File: config.mk
export PLATFORM = sky130hd
export DESIGN_NAME = rr_lock_burst_ctrl
export DESIGN_NICKNAME = d
export VERILOG_FILES = /design/src/rtl/rr_lock_burst_ctrl.sv
export SDC_FILE = /design/constraint.sdc
export NUM_CORES = 1
export LEC_CHECK = 0
export CORE_UTILIZATION = 35
export CTS_BUF_LIST = sky130_fd_sc_hd__clkbuf_2
export CTS_CLUSTER_DIAMETER = 40
export DETAILED_ROUTE_END_ITERATION = 16
export PLACE_DENSITY_LB_ADDON = 0.2
export RECOVER_POWER = 50
export SETUP_SLACK_MARGIN = 0.3
export SYNTH_ARGS = -nofsm -noshare
export SYNTH_HDL_FRONTEND = slang
export SYNTH_SLANG_ARGS = --single-unit
File: constraint.sdc
create_clock -name clk -period 2.5 [get_ports clk]
set_input_delay 0.75 -clock clk [delete_from_list [all_inputs] [get_ports clk]]
set_output_delay 0.75 -clock clk [all_outputs]
set_load 0.01 [all_outputs]
File: src/rtl/rr_lock_burst_ctrl.sv
// rr_lock_burst_ctrl
// Sequencing controller placed beside a lockable round-robin arbiter. It
// watches the arbiter output handshake, holds the arbiter's round-robin
// pointer (lock_rr_o) for the whole of a multi-beat burst, splits bursts
// that reach MaxBurst beats, and flushes the arbiter when the owner stalls
// too long, abandons its burst, or a foreign index wins mid-burst.
// rst_n is an asynchronous reset that is asserted while high.

module rr_lock_burst_ctrl #(
    parameter int NumIn         = 4,
    parameter int MaxBurst      = 16,
    parameter int TimeoutCycles = 256,
    parameter int IdxWidth      = $clog2(NumIn),
    parameter int CntWidth      = $clog2(MaxBurst + 1)
) (
    input  logic                clk,
    input  logic                rst_n,
    input  logic                en_i,
    input  logic [NumIn-1:0]    req_i,
    input  logic [NumIn-1:0]    last_i,
    input  logic                arb_req_i,
    input  logic                arb_gnt_i,
    input  logic [IdxWidth-1:0] arb_idx_i,
    output logic                lock_rr_o,
    output logic                flush_o,
    output logic [IdxWidth-1:0] owner_o,
    output logic                owner_vld_o,
    output logic [CntWidth-1:0] beat_cnt_o,
    output logic                timeout_o,
    output logic                err_o
);

    localparam int StallWidth = $clog2(TimeoutCycles);

    typedef enum logic [1:0] {
        ST_IDLE   = 2'd0,
        ST_LOCKED = 2'd1,
        ST_FLUSH  = 2'd2
    } state_t;

    state_t                r_state;
    logic [IdxWidth-1:0]   r_owner;
    logic [CntWidth-1:0]   r_beat_cnt;
    logic [StallWidth-1:0] r_stall;
    logic                  r_flush;
    logic                  r_timeout;
    logic                  r_err;

    logic w_hs;
    logic w_idx_last;
    logic w_owner_req;
    logic w_owner_last;
    logic w_idx_match;
    logic w_locked;
    logic w_burst_full;
    logic w_release;
    logic w_mismatch;
    logic w_abandon;
    logic w_stall_max;

    // Handshake decode and the per-cycle burst conditions seen while locked.
    assign w_hs         = arb_req_i & arb_gnt_i;
    assign w_idx_last   = last_i[arb_idx_i];
    assign w_owner_req  = req_i[r_owner];
    assign w_owner_last = last_i[r_owner];
    assign w_idx_match  = (arb_idx_i == r_owner);
    assign w_locked     = (r_state == ST_LOCKED);
    // The beat being accepted now would be beat number MaxBurst.
    assign w_burst_full = (r_beat_cnt == CntWidth'(MaxBurst - 1));
    assign w_release    = w_locked & w_hs & w_idx_match & (w_owner_last | w_burst_full);
    assign w_mismatch   = w_hs & ~w_idx_match;
    assign w_abandon    = ~w_hs & ~w_owner_req;
    assign w_stall_max  = (r_stall == StallWidth'(TimeoutCycles - 1));

    // Lock drops combinationally on the releasing beat so the arbiter's
    // round-robin pointer can advance on the final beat.
    assign lock_rr_o   = w_locked & ~w_release;
    assign flush_o     = r_flush;
    assign owner_o     = r_owner;
    assign owner_vld_o = w_locked;
    assign beat_cnt_o  = r_beat_cnt;
    assign timeout_o   = r_timeout;
    assign err_o       = r_err;

    // Burst-lock state machine with its registered flush/timeout/error pulses.
    always_ff @(posedge clk or posedge rst_n) begin
        if (rst_n) begin
            r_state    <= ST_IDLE;
            r_owner    <= '0;
            r_beat_cnt <= '0;
            r_stall    <= '0;
            r_flush    <= 1'b0;
            r_timeout  <= 1'b0;
            r_err      <= 1'b0;
        end else begin
            // Pulses last a single cycle unless re-armed below.
            r_flush   <= 1'b0;
            r_timeout <= 1'b0;
            r_err     <= 1'b0;
            case (r_state)
                ST_IDLE: begin
                    // Single-beat transfers and disabled operation never lock.
                    if (w_hs && !w_idx_last && en_i) begin
                        r_state    <= ST_LOCKED;
                        r_owner    <= arb_idx_i;
                        r_beat_cnt <= CntWidth'(1);
                        r_stall    <= '0;
                    end else begin
                        r_state <= ST_IDLE;
                    end
                end
                ST_LOCKED: begin
                    if (w_mismatch || w_abandon) begin
                        // Foreign winner or abandoned burst: recover by flushing.
                        r_state <= ST_FLUSH;
                        r_flush <= 1'b1;
                        r_err   <= 1'b1;
                    end else if (w_release) begin
                        r_state    <= ST_IDLE;
                        r_beat_cnt <= '0;
                        r_stall    <= '0;
                    end else if (w_hs) begin
                        r_beat_cnt <= r_beat_cnt + CntWidth'(1);
                        r_stall    <= '0;
                    end else if (!en_i) begin
                        // Locking disabled mid-burst: drop out quietly.
                        r_state    <= ST_IDLE;
                        r_beat_cnt <= '0;
                        r_stall    <= '0;
                    end else if (w_stall_max) begin
                        r_state   <= ST_FLUSH;
                        r_flush   <= 1'b1;
                        r_timeout <= 1'b1;
                    end else begin
                        r_stall <= r_stall + StallWidth'(1);
                    end
                end
                ST_FLUSH: begin
                    r_state    <= ST_IDLE;
                    r_owner    <= '0;
                    r_beat_cnt <= '0;
                    r_stall    <= '0;
                end
                default: begin
                    r_state    <= ST_IDLE;
                    r_owner    <= '0;
                    r_beat_cnt <= '0;
                    r_stall    <= '0;
                end
            endcase
        end
    end

endmodule

==> metrics.cfg <==
[timing]
hold-worst-slack_ps = 561
clock.fmax_mhz = 385
fin_setup_tns_ps = -97.5
maxSlewHeadroom = 0.257
worst_slack_ps = -97.5
worst_slew_pin_slew_ps = 1110
period_needed_ps = 2600
final_hold_viol_count = 0
skew_ps = 3.47
final.period_utilization = 1.04
rsz0062_at_grt = yes
drv_slew = 0
setup_viol = 1

[final_layout]
finalNonFillerCells = 245
fill_cells = 307
diodes = 0
nets = 218
final_area_sq_um = 1940
area_growth_pct = 52.2
drive_gt1_frac = 0.342

[clocking]
cts_tree = yes
cts.clk_slew.worst_paths_ps = 190
clkLatencyLatePin_ps = 300
cts_buffers = 3
clockBufferDepth = 2
cts_sinks = 20
hold_buffers = 0
cts-root-buf = clkbuf_2
h-tree-depth = 1

[die]
die-width_um = 62.3
pin_count = 27
die_area_sq_um = 3880
initial_core_util = 0.373
die_h_um = 62.3
core-area_sq_um = 3420
num_rows = 21

[status]
failed_checks = setup timing
status = finished with violations

[power_and_ir_drop]
p_sw_frac = 0.332
power.leakage_nw = 0.879
peakVddDrop_uv = 148
p_int_mw = 0.638
pwr-share-clk = 0.139
combinationalPowerShare = 0.446
p_per_area_nw_per_um2 = 493
total_power_mw = 0.955
seq_power_share = 0.416
p_sw_mw = 0.317

[yosys]
synth_cells = 132
yosys_register_bits = 20
synth_ff_type = dfrtp_1
ys_warn_count = 0
synth_area_per_cell_sq_um = 9.64
synthesis.area_sq_um = 1270
yosysMostFrequentCell = dfrtp_1
synth_edf_count = 0
ys_top_cells_by_count = dfrtp_1, inv_1, nor2_1
synth_nets = 150
synth_cell_type_count = 43
yosys.area.top_type = dfrtp_1
yosys.area.top_type_share = 0.393
synth_seq_area_share = 0.393
synthArstFlopShare = 1.00
ys_top_cells_by_area = dfrtp_1, mux2i_1, inv_1

[routing]
viasPerCell = 5.10
drc = 0
ant_nets = 0
routed_wl_um = 3310
first_iter_violations = 45
drtPass1Iterations = 4
vias = 1249
wire_per_inst_um = 13.5

[global_route]
grt_overflow = 0
track_usage = 0.187
antenna_found_initial = 0
grt_first_pass_wirelength_um = 5840
first_global_vias = 1275
grt_max_degree = 21

[worst_setup_path]
cp_data_arrival_time_ps = 1850
critPathRequiredTime_ps = 1750
r2r_end = beat_cnt_o[2]$_DFFE_PP0P_
rr_worst_depth = 12
cp-end-kind = output pin
cp_max_fo = 4
start_kind = input port
reg2reg_slack_ps = 150
critical_path_class = input port to output pin
reg2reg_from = owner_o[0]$_DFFE_PP0P_

[hold_path]
holdPathEnd = r_stall[1]$_DFFE_PP0P_
hold_depth = 2
hold_start = r_stall[1]$_DFFE_PP0P_
hp-class = flip-flop to flip-flop

[placed_design]
dp_hpwl_um = 2480
placedCellCount = 229
io_buffer_count = 26
dpl_cell_area_sq_um = 1790
gp_congestion = 0.809

[run]
cap_violations = 0

[power by group through the flow]
| stage | registers (mW) | clock network, mW | logic [mW] |
|---|---|---|---|
| 2_1_floorplan | 0.405 | 0 | 0.186 |
| 3_3_place_gp | 0.403 | 0 | 0.364 |
| 3_5_place_dp | 0.406 | 0 | 0.372 |
| 4_1_cts | 0.396 | 0.141 | 0.423 |
| 5_1_grt | 0.406 | 0.156 | 0.465 |
| 6_report | 0.397 | 0.133 | 0.426 |
[worst max-delay path: stages]
cell and delay, ps:
dlygate4sd2_1 270, or2_4 240, a21oi_2 100, nor2_1 60, o31a_1 280, buf_2 140
[state kept, by name, indices dropped and copies added, names as in the netlist]
signal / flops
owner_o: 2
timeout_o: 1
flush_o: 1
r_stall: 8
err_o: 1
beat_cnt_o: 5
r_state: 2
[cells in the final DEF (no fill, tap or decap), types with 4 or more instances in the layout]
master	synthesis	layout
dfrtp_1	20	18
clkdlybuf4s50_1	0	13
nand3_1	8	8
inv_1	15	14
mux2i_1	7	5
dlygate4sd2_1	0	6
buf_4	2	36
nor2_1	10	10
o21ai_0	4	4
nand2_1	7	5
[cells by family after synthesis]
kind of cell / synth area share
compound gates: 0.224
xor+xnor: 0.00688
fa+ha+maj: 0.0295
buf+inv: 0.0619
flops: 0.393
mux: 0.102
simple gates: 0.182
[layout make-up]
cell class | instances | area (sq um) | area share
repair buffers | 66 | 559 | 0.289
inverters | 16 | 62.6 | 0.0323
flip-flops and latches | 20 | 503 | 0.260
clock buffers | 3 | 15.0 | 0.00775
multi-input cells | 93 | 736 | 0.380
clock inverters | 1 | 3.75 | 0.00194
well taps | 46 | 57.6 | 0.0297
[what timing repair did]
| action | CTS | global route |
|---|---|---|
| pin swaps | 10 | 8 |
| endpoints found under the setup margin | 18 | 16 |
| setup buffers | 10 | 2 |
| gates resized for setup | 25 | 7 |
[layer usage]
metal / global-route usage / share of wire / up-vias
li1: - / - / 624
met1: 0.231 / 0.45 / 591
met2: 0.334 / 0.50 / 32
met3: 0.0294 / 0.040 / 2
met4: 0.0523 / 0.0060 / 0
met5: 0 / 0 / -
[metrics by stage]
step | setup WS (ps) | utilization
floorplan | 171 | -
global placement | -621 | 0.523
detailed placement | -616 | 0.523
CTS | -109 | 0.559
global route | -228 | 0.567
finish | -97.5 | 0.567
[worst max path at each step]
| stage | slack, ps | endpoint | cells after the start | start |
|---|---|---|---|---|
| finish | -100 | lock_rr_o | 6 | arb_idx_i[1] |
| detailed placement | -620 | lock_rr_o | 6 | arb_idx_i[1] |
| global route | -230 | lock_rr_o | 8 | beat_cnt_o[0]$_DFFE_PP0P_ |
| floorplan | 170 | r_stall[0]$_DFFE_PP0P_ | 5 | arb_idx_i[0] |
| global placement | -620 | lock_rr_o | 6 | arb_idx_i[1] |
| CTS | -110 | lock_rr_o | 8 | beat_cnt_o[0]$_DFFE_PP0P_ |
Note: power is estimated with default switching activity, not from simulation.
